$ cat config.mk
export PLATFORM = sky130hd
export DESIGN_NAME = ring_tdm_link_scheduler
export DESIGN_NICKNAME = d
export VERILOG_FILES = /design/src/rtl/ring_tdm_link_scheduler.sv
export SDC_FILE = /design/constraint.sdc
export NUM_CORES = 1
export LEC_CHECK = 0
export ABC_CLOCK_PERIOD_IN_PS = 4600
export CAP_MARGIN = 20
export CORE_MARGIN = 4
export CORE_UTILIZATION = 57
export CTS_CLUSTER_DIAMETER = 200
export DETAILED_ROUTE_END_ITERATION = 7
export DONT_BUFFER_PORTS = 1
export PLACE_DENSITY = 0.68
export SYNTH_ARGS = -nofsm -noshare
export SYNTH_HDL_FRONTEND = slang
export SYNTH_SLANG_ARGS = --single-unit
$ cat constraint.sdc
create_clock -name clk -period 4.6 [get_ports clk]
set_input_delay 1.15 -clock clk [delete_from_list [all_inputs] [get_ports clk]]
set_output_delay 1.15 -clock clk [all_outputs]
set_load 0.05 [all_outputs]
$ cat src/rtl/ring_tdm_link_scheduler.sv
// Fixed-schedule TDM arbiter sharing one ring link between two security domains.
// Slot ownership follows a traffic-independent counter so neither domain can modulate the other's timing.
module ring_tdm_link_scheduler #(
    parameter int p_msg_nbits    = 8,
    parameter int p_slot_cycles  = 4,
    parameter int p_guard_cycles = 1
) (
    input  logic                   clk,
    input  logic                   reset,
    input  logic                   en,
    input  logic                   in0_val,
    output logic                   in0_rdy,
    input  logic [p_msg_nbits-1:0] in0_msg,
    input  logic                   in1_val,
    output logic                   in1_rdy,
    input  logic [p_msg_nbits-1:0] in1_msg,
    output logic                   out_val,
    input  logic                   out_rdy,
    output logic [p_msg_nbits-1:0] out_msg,
    output logic                   out_domain,
    output logic                   guard,
    output logic [15:0]            xfer_cnt0,
    output logic [15:0]            xfer_cnt1
);

    localparam int c_cnt_max   = (p_slot_cycles > p_guard_cycles) ? p_slot_cycles : p_guard_cycles;
    localparam int c_cnt_nbits = $clog2((c_cnt_max > 2) ? c_cnt_max : 2);
    localparam logic [c_cnt_nbits-1:0] c_slot_ld  = c_cnt_nbits'(p_slot_cycles - 1);
    localparam logic [c_cnt_nbits-1:0] c_guard_ld =
        c_cnt_nbits'((p_guard_cycles > 0) ? (p_guard_cycles - 1) : 0);

    // Bit 1 of the encoding is the owning domain, so out_domain is a plain wire.
    typedef enum logic [1:0] {
        SLOT0  = 2'd0,
        GUARD0 = 2'd1,
        SLOT1  = 2'd2,
        GUARD1 = 2'd3
    } state_t;

    state_t                 r_state;
    state_t                 w_state_nxt;
    logic [c_cnt_nbits-1:0] r_cnt;
    logic [c_cnt_nbits-1:0] w_cnt_nxt;
    logic [15:0]            r_xfer_cnt0;
    logic [15:0]            r_xfer_cnt1;
    logic                   w_fire0;
    logic                   w_fire1;

    always_ff @(posedge clk or negedge reset) begin
        if (!reset) begin
            r_state <= SLOT0;
            r_cnt   <= c_slot_ld;
        end else begin
            r_state <= w_state_nxt;
            r_cnt   <= w_cnt_nxt;
        end
    end

    always_comb begin
        w_state_nxt = r_state;
        w_cnt_nxt   = r_cnt;
        if (en) begin
            if (r_cnt != '0) begin
                w_cnt_nxt = r_cnt - 1'b1;
            end else begin
                case (r_state)
                    SLOT0: begin
                        if (p_guard_cycles == 0) begin
                            w_state_nxt = SLOT1;
                            w_cnt_nxt   = c_slot_ld;
                        end else begin
                            w_state_nxt = GUARD0;
                            w_cnt_nxt   = c_guard_ld;
                        end
                    end
                    GUARD0: begin
                        w_state_nxt = SLOT1;
                        w_cnt_nxt   = c_slot_ld;
                    end
                    SLOT1: begin
                        if (p_guard_cycles == 0) begin
                            w_state_nxt = SLOT0;
                            w_cnt_nxt   = c_slot_ld;
                        end else begin
                            w_state_nxt = GUARD1;
                            w_cnt_nxt   = c_guard_ld;
                        end
                    end
                    default: begin
                        w_state_nxt = SLOT0;
                        w_cnt_nxt   = c_slot_ld;
                    end
                endcase
            end
        end
    end

    // Grant path: only the slot owner ever sees rdy; guards and en=0 block everything.
    always_comb begin
        out_val = 1'b0;
        out_msg = '0;
        in0_rdy = 1'b0;
        in1_rdy = 1'b0;
        case (r_state)
            SLOT0: begin
                out_msg = in0_msg;
                out_val = en & in0_val;
                in0_rdy = en & out_rdy;
            end
            SLOT1: begin
                out_msg = in1_msg;
                out_val = en & in1_val;
                in1_rdy = en & out_rdy;
            end
            default: begin
                out_val = 1'b0;
            end
        endcase
    end

    assign out_domain = r_state[1];
    assign guard      = (r_state == GUARD0) || (r_state == GUARD1);
    assign w_fire0    = en & (r_state == SLOT0) & in0_val & out_rdy;
    assign w_fire1    = en & (r_state == SLOT1) & in1_val & out_rdy;

    always_ff @(posedge clk or negedge reset) begin
        if (!reset) begin
            r_xfer_cnt0 <= '0;
            r_xfer_cnt1 <= '0;
        end else begin
            if (w_fire0) r_xfer_cnt0 <= r_xfer_cnt0 + 16'd1;
            if (w_fire1) r_xfer_cnt1 <= r_xfer_cnt1 + 16'd1;
        end
    end

    assign xfer_cnt0 = r_xfer_cnt0;
    assign xfer_cnt1 = r_xfer_cnt1;

endmodule
==> After elaboration in Yosys (flattened, before gate mapping) <==
Index checks and enable logic that the tools add are counted.
{ "totals": {"reg_bits": 36, "output_inout_bits": 45, "elab_cells": 32} }
{ "classes": {"n_addsub": 3, "eq_ne": 3, "muxes": 7, "bitwise": 10, "reduce_logical": 5} }
{ "ops": {"columns": ["op", "count"], "rows": [
  ["16-bit by 1-bit adder with 16-bit output, second input constant", 2],
  ["8-bit one-hot mux with 2 select lines", 1],
  ["1-bit AND", 9],
  ["2-bit one-hot mux with 3 select lines", 1],
  ["2-bit equality test, second input constant", 2],
  ["2-bit 2-to-1 mux", 2],
  ["2-bit by 1-bit equality test with 1-bit output, second input constant", 1],
  ["2-bit logical NOT", 1],
  ["1-bit 2-to-1 mux", 2],
  ["1-bit one-hot mux with 2 select lines", 1],
  ["2-bit AND reduction", 1],
  ["2-bit nonzero test", 1],
  ["2-bit OR reduction", 1],
  ["2-bit by 1-bit subtractor with 2-bit output, second input constant", 1],
  ["1-bit logical OR", 1],
  ["1-bit NOT", 1]
]} }

==> Logic depth before layout (Yosys ltp) <==
{ "depth": {"ltp_word": 4, "depth_mapped": 6} }

==> Worst setup path before layout <==
No wires, ideal clock.
{ "synth_path": {"path_kind": "reg2out", "startpoint": "register r_state[1]", "endpoint": "output out_msg[5]", "arrival_ns": 2.016, "required_ns": 3.450, "slack_ns": 1.434, "stages_incl_launch_ff": 6, "path_buffers": 1, "path_cell_list": "dfrtp_1 > inv_1 > ha_1 > clkbuf_1 > a22oi_1 > nor2_1"} }
{ "synth_between": {"elab_chain_cells": 2, "elab_cells_between_ends": 3, "classes_between": "1 x eq/ne; 1 x mux; 1 x reduce/logical"} }
{ "synth_lines": {"columns": ["item", "line_no", "rtl"], "rows": [
  ["from (decl)", "40", "state_t r_state;"],
  ["from (signal assigned)", "54", "r_state <= w_state_nxt;"],
  ["2-bit equality test / 2-bit logical NOT (equally long branches)", "104", "case (r_state)"],
  ["8-bit one-hot mux with 2 select lines *", "104", null],
  ["to (decl)", "19", "output logic [p_msg_nbits-1:0] out_msg,"]
]} }
Every way passes the cells marked *; elsewhere a longest branch is shown, timed or not.

==> Worst setup path after layout <==
Same ends and word-level chain as after synthesis.

==> flow_results.xml <==
<?xml version="1.0" encoding="UTF-8"?>
<metrics>
  <group name="detailed_routing">
    <metric name="wl" unit="um">3470</metric>
    <metric name="drt-initial-drc-count" unit="">44</metric>
    <metric name="dr.pass1.iters" unit="">4</metric>
    <metric name="dr_total_vias" unit="">1189</metric>
    <metric name="viasPerCell" unit="">5.48</metric>
    <metric name="route.detailed.drc" unit="">0</metric>
    <metric name="post_drt_wl_per_cell" unit="um">16.0</metric>
    <metric name="remaining_number_of_nets_flagged_by_the_antenna_check_after_routing" unit="">0</metric>
  </group>
  <group name="timing">
    <metric name="fmaxAchievable" unit="MHz">280</metric>
    <metric name="timing.final.setup_violations" unit="">0</metric>
    <metric name="post_route_setup_tns" unit="ps">0</metric>
    <metric name="fin_worst_hold_slack" unit="ps">478</metric>
    <metric name="rsz0062_at_grt" unit="">no</metric>
    <metric name="skew" unit="ps">4.00</metric>
    <metric name="min_period_over_period" unit="%">77.6</metric>
    <metric name="slew_headroom" unit="%">40.7</metric>
    <metric name="post-route-min-period" unit="ps">3570</metric>
    <metric name="timing_max_transition_violations_final" unit="">0</metric>
    <metric name="timing.final.hold_violations" unit="">0</metric>
    <metric name="tightest_slew" unit="ps">887</metric>
  </group>
  <group name="die">
    <metric name="num_rows" unit="">20</metric>
    <metric name="dieArea" unit="mm2">0.00411</metric>
    <metric name="boundaryPins" unit="">67</metric>
    <metric name="core-area" unit="mm2">0.00303</metric>
    <metric name="chipHeight" unit="um">64.1</metric>
    <metric name="die-width" unit="um">64.1</metric>
    <metric name="floorplan.initialDensity" unit="%">59.3</metric>
  </group>
  <group name="synth">
    <metric name="seq_area_frac_synth" unit="%">50.3</metric>
    <metric name="synth.largest_area_cell" unit="">sky130_fd_sc_hd__dfrtp_1</metric>
    <metric name="synth-compound-area-share" unit="%">5.23</metric>
    <metric name="synth_seq_cells" unit="">36</metric>
    <metric name="synth_area_in_adders" unit="%">4.88</metric>
    <metric name="synthesis.nets" unit="">196</metric>
    <metric name="netlist_instances" unit="">167</metric>
    <metric name="synthDominantCellAreaShare" unit="%">47.4</metric>
    <metric name="yosys_warnings" unit="">0</metric>
    <metric name="synth_top_cells_by_area" unit="">sky130_fd_sc_hd__dfrtp_1 (47%), sky130_fd_sc_hd__xnor2_1 (11%), sky130_fd_sc_hd__nand2_1 (5.2%)</metric>
    <metric name="synthMuxAreaShare" unit="%">0</metric>
    <metric name="avgSynthCellArea" unit="um2">10.7</metric>
    <metric name="syn-cell-area" unit="mm2">0.00179</metric>
    <metric name="yosys.area_share.simple" unit="%">23.4</metric>
    <metric name="synth_top_family_by_area" unit="">simple AND/OR/NAND/NOR gates</metric>
    <metric name="post_synth_num_cell_types" unit="">27</metric>
    <metric name="synth-xor-area-share" unit="%">14.6</metric>
  </group>
  <group name="clock_tree">
    <metric name="clk-insertion-delay-late" unit="ps">330</metric>
    <metric name="postCtsHoldBufs" unit="">0</metric>
    <metric name="ctsResizeCount" unit="">0</metric>
    <metric name="clock-root-buffer" unit="">sky130_fd_sc_hd__clkbuf_4</metric>
    <metric name="cts_max_level" unit="">2</metric>
    <metric name="cts_tree" unit="">built</metric>
    <metric name="cts.clk_slew.worst_paths" unit="ps">100</metric>
    <metric name="clkSinkCount" unit="">36</metric>
    <metric name="post_cts.repair.setup_buffers" unit="">0</metric>
    <metric name="cts.path.max_buffers" unit="">2</metric>
    <metric name="tritoncts.num_buffers" unit="">5</metric>
  </group>
  <group name="final_layout">
    <metric name="antenna-diode-count" unit="">0</metric>
    <metric name="finish.net_count" unit="">201</metric>
    <metric name="fillerInstances" unit="">253</metric>
    <metric name="fraction_of_layout_instances_using_a_drive_strength_above_1" unit="%">8.67</metric>
    <metric name="area_growth_syn_to_layout" unit="%">5.44</metric>
  </group>
  <group name="placed_design">
    <metric name="dpl.hpwl" unit="um">2630</metric>
    <metric name="place.port_buffers" unit="">0</metric>
    <metric name="place_congestion" unit="">0.803</metric>
  </group>
  <group name="worst_hold_path">
    <metric name="min-delay-path-class" unit="">reg -&gt; reg</metric>
    <metric name="worstHoldStart" unit="">r_cnt[1]$_DFFE_PN1P_</metric>
    <metric name="hold_depth" unit="">2</metric>
    <metric name="min_delay_worst_endpoint" unit="">r_cnt[1]$_DFFE_PN1P_</metric>
  </group>
  <group name="grt">
    <metric name="first_global_vias" unit="">1212</metric>
    <metric name="total_grt_usage" unit="%">18.8</metric>
    <metric name="maximum_number_of_pins_on_one_net_before_global_route_repair" unit="">37</metric>
    <metric name="grt_antenna_before_repair" unit="">0</metric>
    <metric name="grt_pass1_wl" unit="um">6040</metric>
    <metric name="global_route.overflow_total" unit="">0</metric>
  </group>
  <group name="critical_path">
    <metric name="critical_path_rt" unit="ps">3450</metric>
    <metric name="timing_worst_setup_path_type" unit="">reg -&gt; out</metric>
    <metric name="r2r_setup_slack" unit="ps">2010</metric>
    <metric name="regToRegEndpoint" unit="">xfer_cnt0[10]$_DFFE_PN0P_</metric>
    <metric name="worst_setup_path_startpoint" unit="">r_state[1]$_DFFE_PN0P_</metric>
    <metric name="kind_of_capture_point_of_the_worst_setup_path" unit="">output port</metric>
    <metric name="number_of_cell_instances_on_the_worst_register_to_register_path" unit="">6</metric>
    <metric name="start_kind" unit="">flop</metric>
    <metric name="timing.critical_path.fanout_max" unit="">14</metric>
    <metric name="worst_ep_arrival_time" unit="ps">2420</metric>
    <metric name="startpoint_of_the_worst_slack_reg_to_reg_timing_path" unit="">r_state[1]$_DFFE_PN0P_</metric>
  </group>
  <group name="job">
    <metric name="max_cap_viol_count" unit="">0</metric>
  </group>
  <group name="run_status">
    <metric name="run_status" unit="">finished clean</metric>
  </group>
  <group name="pwr">
    <metric name="power.leakage" unit="nW">0.889</metric>
    <metric name="worst_ir_drop_vdd" unit="mV">0.456</metric>
    <metric name="powerDensity" unit="mW/mm2">547</metric>
  </group>
</metrics>
how the worst max path moves through the flow:
| stage | endpoint | slack [ps] | cells past startpoint |
|---|---|---|---|
| after floorplan | out_msg[5] | 1430 | 5 |
| after global placement | out_msg[5] | 1440 | 4 |
| after detailed placement | out_msg[5] | 1390 | 4 |
| after CTS | out_msg[5] | 1010 | 4 |
| after global routing | out_msg[5] | 850 | 4 |
| final | out_msg[5] | 1030 | 4 |
cells in the final DEF (no fill, tap or decap), types with 6 or more instances in the layout:
| cell | count |
|---|---|
| sky130_fd_sc_hd__nand3_1 | 9 |
| sky130_fd_sc_hd__nand2_1 | 25 |
| sky130_fd_sc_hd__a22o_1 | 7 |
| sky130_fd_sc_hd__ha_1 | 7 |
| sky130_fd_sc_hd__and3_1 | 7 |
| sky130_fd_sc_hd__dfrtp_1 | 34 |
| sky130_fd_sc_hd__xor2_1 | 8 |
| sky130_fd_sc_hd__nor2_1 | 10 |
| sky130_fd_sc_hd__nand4_1 | 6 |
| sky130_fd_sc_hd__xnor2_1 | 22 |
per-layer routing:
layer  up-vias  GRT usage (%)  wire length [um]
met5         -              0                 0
met4         0           4.75                37
met3         5           9.31               355
met2        53           31.2              1690
met1       552           21.7              1390
li1        579              -                 -
flip-flops by register name, indices dropped and copies added, names as in the netlist:
signal     cells
xfer_cnt0     16
r_cnt          2
xfer_cnt1     16
r_state        2
cell usage after synthesis (all sizes together):
cell,instances
dfrtp,34
nand2,25
xnor2,22
nor2,11
nand3,9
xor2,8
a22o,7
and3,7
ha,7
nand4,7
inv,5
o21ai,5
nor4,3
and2,2
and4,2
clkbuf,2
dfstp,2
nor3,2
or2,2
a22oi,1
nand2b,1
or2b,1
or3b,1
or4,1
cell families after synthesis:
| group | count (synthesis) |
|---|---|
| simple gates | 74 |
| fa+ha+maj | 7 |
| compound gates | 13 |
| xor+xnor | 30 |
| buf+inv | 7 |
| flops | 36 |
stage by stage:
| step | power [W] | util [%] | cells | cell area, um2 | setup WS (ps) |
|---|---|---|---|---|---|
| 6_report | 0.00103 | 62.5 | 217 | 1890 | 1030 |
| 5_1_grt | 0.00111 | 62.5 | 217 | 1890 | 854 |
| 3_3_place_gp | 0.000873 | 60.8 | 209 | 1840 | 1440 |
| 2_1_floorplan | 0.000835 | - | 167 | 1790 | 1430 |
| 4_1_cts | 0.00105 | 62.5 | 217 | 1890 | 1010 |
| 3_5_place_dp | 0.000885 | 60.8 | 209 | 1840 | 1390 |
area by class of cell:
| type | instances | area, um2 | share of cell area [%] |
|---|---|---|---|
| Sequential cell | 36 | 903 | 47.8 |
| Multi-Input combinational cell | 124 | 865 | 45.7 |
| Tap cell | 44 | 55.1 | 2.91 |
| Inverter | 5 | 18.8 | 0.992 |
| Clock inverter | 1 | 5.00 | 0.265 |
| Clock buffer | 7 | 45.0 | 2.38 |
where the power goes:
| group | internal (W) | leakage (nW) | total, W | switching [W] |
|---|---|---|---|---|
| Sequential | 0.000360 | 0.470 | 0.000513 | 0.000153 |
| Clock | 0.0000596 | 0.0293 | 0.000158 | 0.0000987 |
| Combinational | 0.0000861 | 0.390 | 0.000363 | 0.000277 |
critical path: stages, from the launching register on:
cell and delay [ps]:
sky130_fd_sc_hd__dfrtp_1 610, sky130_fd_sc_hd__inv_1 200, sky130_fd_sc_hd__ha_1 430, sky130_fd_sc_hd__a22oi_1 160, sky130_fd_sc_hd__nor2_1 690
No activity file was read; power rests on OpenSTA's default activity.
==> RTL change 1 (same flow settings) <==
Set the parameter `p_msg_nbits` to 6 (it was 8).
--- a/src/rtl/ring_tdm_link_scheduler.sv
+++ b/src/rtl/ring_tdm_link_scheduler.sv
@@ -3,3 +3,3 @@
 module ring_tdm_link_scheduler #(
-    parameter int p_msg_nbits    = 8,
+    parameter int p_msg_nbits    = 6,
     parameter int p_slot_cycles  = 4,
Interface: changed (resized in0_msg, in1_msg and out_msg); port bits go from 67 to 61. The function was not compared with the original's and may differ.
==> RTL change 1 against the original RTL <==
- worst setup slack got worse by 3.5 ps
- power rose by 0.61%
- synthesized cell count fell by 3.0%
- area after synthesis fell by 2.4%
- critical endpoint is now out_msg[1]
- clock skew rose by 2.2 ps
- first-iteration DRC count did not move
- global-route usage fell by 1.2 points
- highest routed layer unchanged
- wire length fell by 8.6%
- cell area fell by 1.9%
- sequential cell count did not move
==> RTL change 1: results (changes against the original RTL) <==
* First-pass GRT wire length at 5550 µm (-8.0%)
* Ys Warns at 0 (unchanged)
* Ant diodes at 0 (unchanged)
* Outcome: complete, no violations
* Vias in the first global route at 1179 (-2.7%)
* Post-synth EDFFs at 0 (unchanged)
* Library cells used by synthesis at 25 (-7.4%)
* Total CTS buffers at 5 (unchanged)
* H-tree depth at 2 (unchanged)
* Gr usage total at 17.7% (-1.2 points)
* Root Buffer: clkbuf_4
* 1st-iter DRT viols at 44 (unchanged)
* Clock latency on the worst-skew pair at 330 ps (about the same)
* Asr flop ratio synth at 100% (unchanged)
* Synth top cells by count: dfrtp_1, nand2_1, xnor2_1
* Max FO, Critical Path at 11 (-3)
* Peak supply drop at 0.378 mV (-17%)
* Share of cells above drive strength 1 at 10.2% (+1.5 points)
* Detailed placement HPWL at 2450 µm (-7.2%)
* WL per Instance at 16.0 µm (+0.18%)
* Worst-Margin Slew at 913 ps (+26.4 ps)
* Worst Skew at 6.17 ps (+2.18 ps)
* Clock-pin slew on the worst setup and hold paths at 100 ps (about the same)
* Vias per cell at 5.81 (+6.1%)
* Worst hold-check path type: register to register
* Layout net count at 191 (-5.0%)
* # port buffers at 0 (unchanged)
* Max Buffers Root-to-Sink at 2 (unchanged)
* Post-CTS setup buffers at 0 (unchanged)
* Largest net degree at the start of global routing at 37 (unchanged)
* Detailed Routing Iterations Pass 1 at 4 (unchanged)
* Post-synthesis net count at 187 (-4.6%)
* Leakage at 0.000864 µW (-2.7%)
* Initial antenna violation count at 0 (unchanged)
* GP Congestion at 0.734 (-8.5%)
* Setup-failing EPs final at 0 (unchanged)
* Dominant cells by area after synthesis: dfrtp_1, xnor2_1, nand2_1
* CTS resizes at 0 (unchanged)
* Seq/Total Area, Yosys at 51.6% (+1.3 points)
[RTL change 1: final timing paths]
check | from | end | slack, ps | cells after the start
max in group asynchronous | reset | r_cnt[1]$_DFFE_PN1P_ | 3930 | 0
setup / recovery | r_state[1]$_DFFE_PN0P_ | out_msg[1] | 1030 | 4
min in group asynchronous | reset | xfer_cnt1[9]$_DFFE_PN0P_ | 490 | 0
setup reg to reg | r_state[1]$_DFFE_PN0P_ | xfer_cnt0[11]$_DFFE_PN0P_ | 2310 | 6
hold / removal | r_cnt[1]$_DFFE_PN1P_ | r_cnt[1]$_DFFE_PN1P_ | 480 | 2
hold reg to reg | r_cnt[1]$_DFFE_PN1P_ | r_cnt[1]$_DFFE_PN1P_ | 480 | 2
[RTL change 1: area by class of cell]
class | instances | area, µm²
clock buffers | 5 | 37.5
clock inverters | 3 | 42.5
fillers | 236 | 997
inverters | 2 | 7.51
multi-input cells | 121 | 826
flip-flops and latches | 36 | 903
well taps | 31 | 38.8
[RTL change 1: worst max-delay path, stage by stage, from the launching register on]
cell	delay [ps]
dfrtp_1	610
inv_1	200
ha_1	410
a22oi_1	160
nor2_1	710
[RTL change 1: logic make-up (layout without fill, tap and decap cells)]
group	Yosys count	after routing	synth area share, %
buffers and inverters	5	10	1.22
adders and majority gates	7	7	5.00
DFF	36	36	51.6
xor gates and xnor gates	30	30	15.0
and+or+nand+nor	73	73	22.8
AOI/OAI and AO/OA	11	11	4.36
[RTL change 1: metal layers]
metal	vias up	wire (µm)	track usage, %
met2	51	1440	27.5
met5	-	0	0
met3	6	327	9.06
li1	560	-	-
met4	0	53	6.47
met1	534	1350	20.8
[RTL change 1: where the power goes]
group	leakage, µW	switching [µW]	internal, µW
clock	0.0000412	103	113
combinational	0.000338	235	80.1
sequential	0.000485	150	360
total	0.000864	488	554
[RTL change 1: stage by stage]
stage	setup slack [ps]	instances	util (%)	area, µm²
after floorplan	1440	162	-	1750
after global placement	1420	190	62.2	1780
after detailed placement	1390	190	62.2	1780
after CTS	997	198	65.0	1860
after global routing	907	198	65.0	1860
final	1030	198	65.0	1860
==> RTL change 2 (same settings) <==
Without the edit above. Reset style: synchronous (`reset`), changed in 2 clocked blocks.
--- a/src/rtl/ring_tdm_link_scheduler.sv
+++ b/src/rtl/ring_tdm_link_scheduler.sv
@@ -48,3 +48,3 @@
 
-    always_ff @(posedge clk or negedge reset) begin
+    always_ff @(posedge clk) begin
         if (!reset) begin
@@ -125,3 +125,3 @@
 
-    always_ff @(posedge clk or negedge reset) begin
+    always_ff @(posedge clk) begin
         if (!reset) begin
Function: differs if reset is asserted again (counterexample within 4 cycles, from zero or initial values and one cycle with reset low); with reset held inactive, the same outputs for 10 cycles.
==> RTL change 2 against the original RTL <==
- cell area down 0.99%
- wire length up 12%
- synthesized cell count up 25%
- worst setup slack better by 32 ps
- area after synthesis down 0.63%
- global-route usage up 1.3 points
- sequential cell count unchanged
- count of clock-buffer cells in the layout unchanged
- critical path type unchanged
- critical endpoint unchanged
- largest cell class is now multi-input combinational cells
- highest routed layer unchanged
Power is not compared: it rests on default switching activity, and its combinational part moved more than twofold at a synthesized area within 25%.
==> RTL change 2: results (changes against the original RTL) <==
* Worst-Margin Slew at 1000 ps (+116 ps)
* Root Buffer: clkbuf_4
* Fill count at 255 (+0.79%)
* Gr usage total at 20.1% (+1.3 points)
* Vias in the first global route at 1469 (+21%)
* Worst hold-check path type: register to register
* Total CTS buffers at 5 (unchanged)
* # port buffers at 0 (unchanged)
* H-tree depth at 2 (unchanged)
* Setup-failing EPs final at 0 (unchanged)
* Ant diodes at 0 (unchanged)
* Dominant cells by area after synthesis: dfxtp_1, nor2_1, ha_1
* Max Buffers Root-to-Sink at 2 (unchanged)
* GP Congestion at 0.761 (-5.2%)
* Clock-pin slew on the worst setup and hold paths at 110 ps
* Initial antenna violation count at 0 (unchanged)
* Post-CTS setup buffers at 0 (unchanged)
* Share of cells above drive strength 1 at 5.26% (-3.4 points)
* Ys Warns at 0 (unchanged)
* Max FO, Critical Path at 12 (-2)
* 1st-iter DRT viols at 115 (+160%)
* Library cells used by synthesis at 33 (+22%)
* Detailed placement HPWL at 2880 µm (+9.2%)
* Primary FF master, synth: dfxtp_1
* Seq/Total Area, Yosys at 40.4% (-9.9 points)
* Worst Skew at 9.54 ps (+5.54 ps)
* Peak supply drop at 0.184 mV
* First-pass GRT wire length at 6580 µm (+9.0%)
* Detailed Routing Iterations Pass 1 at 4 (unchanged)
* Layout net count at 237 (+18%)
* Arr. time, crit path at 2390 ps (-30 ps)
* Clock latency on the worst-skew pair at 330 ps (about the same)
* Leakage at 0.000657 µW
* CTS resizes at 0 (unchanged)
* Outcome: complete, no violations
* Internal power at 396 µW
* Synth top cells by count: dfxtp_1, nor2_1, nand2_1
* Vias per cell at 5.77 (+5.4%)
* Die Span X at 63.9 µm (-0.27%)
* Largest net degree at the start of global routing at 34 (-8.1%)
* Final wirelength at 3880 µm (+12%)
* Cell Area, Placed at 1810 µm² (-1.7%)
* Asr flop ratio synth at 0% (-100 points)
==> RTL change 2: cell count changes after synthesis, sizes merged, moves of 3 or more <==
cell,delta
xnor2,-12
nand4,+4
a21oi,+13
clkbuf,+3
mux2i,+3
dfxtp,+36
dfrtp,-34
o21ai,+8
nor2,+13
nand2,-8
or3,+8
==> RTL change 2: final timing paths <==
check	cells past startpoint	startpoint	slack, ps	end
worst max-delay path	3	r_state[1]$_SDFFE_PN0P_	1060	out_msg[5]
worst min-delay path	2	r_cnt[0]$_SDFFE_PN1P_	510	r_cnt[0]$_SDFFE_PN1P_
worst max register to register	6	r_state[1]$_SDFFE_PN0P_	1950	xfer_cnt0[13]$_SDFFE_PN0P_
worst min register to register	2	r_cnt[0]$_SDFFE_PN1P_	510	r_cnt[0]$_SDFFE_PN1P_
==> RTL change 2: critical path, cell delays in order (launching register included) <==
cell     delay (ps)
dfxtp_1         750
ha_1            490
nor2_1          110
nor2_1          700
==> RTL change 2: cell type report <==
class | count | share of cell area (%)
inverters | 7 | 1.40
flip-flops and latches | 36 | 38.5
clock inverters | 1 | 0.401
clock buffers | 7 | 2.94
well taps | 44 | 2.94
multi-input cells | 158 | 53.8
==> RTL change 2: power by group through the flow <==
| stage | combinational [µW] | clock, µW | sequential [µW] |
|---|---|---|---|
| floorplan | 36.0 | 0 | 325 |
| global placement | 38.4 | 0 | 325 |
| detailed placement | 38.8 | 0 | 326 |
| CTS | 39.0 | 186 | 318 |
| global route | 41.3 | 200 | 319 |
| finish | 38.8 | 177 | 318 |
==> RTL change 2: logic make-up after synthesis <==
family                   Yosys count  synth area share, %
AO/OA/AOI/OAI                     36                 12.1
XOR/XNOR                          19                 9.33
adder cells (fa/ha/maj)            7                 4.91
buffers and inverters             14                 3.02
flip-flops                        36                 40.4
multiplexers                       3                 1.68
AND/OR/NAND/NOR                   93                 28.6
==> RTL change 2: layer usage <==
layer / up-vias / wire (µm) / track usage (%)
li1: 735 / - / -
met1: 668 / 1570 / 21.4
met2: 52 / 1940 / 36.0
met3: 6 / 332 / 8.79
met4: 0 / 33 / 5.12
met5: - / 0 / 0
==> RTL change 2: per-stage QoR <==
stage	worst slack, ps	instances	utilization, %	hold WS (ps)	power [µW]
2_1_floorplan	1540	208	-	455	361
3_3_place_gp	1480	245	59.8	470	364
3_5_place_dp	1450	245	59.8	484	364
4_1_cts	1050	253	61.9	507	543
5_1_grt	899	253	61.9	545	560
6_report	1060	253	61.9	513	535
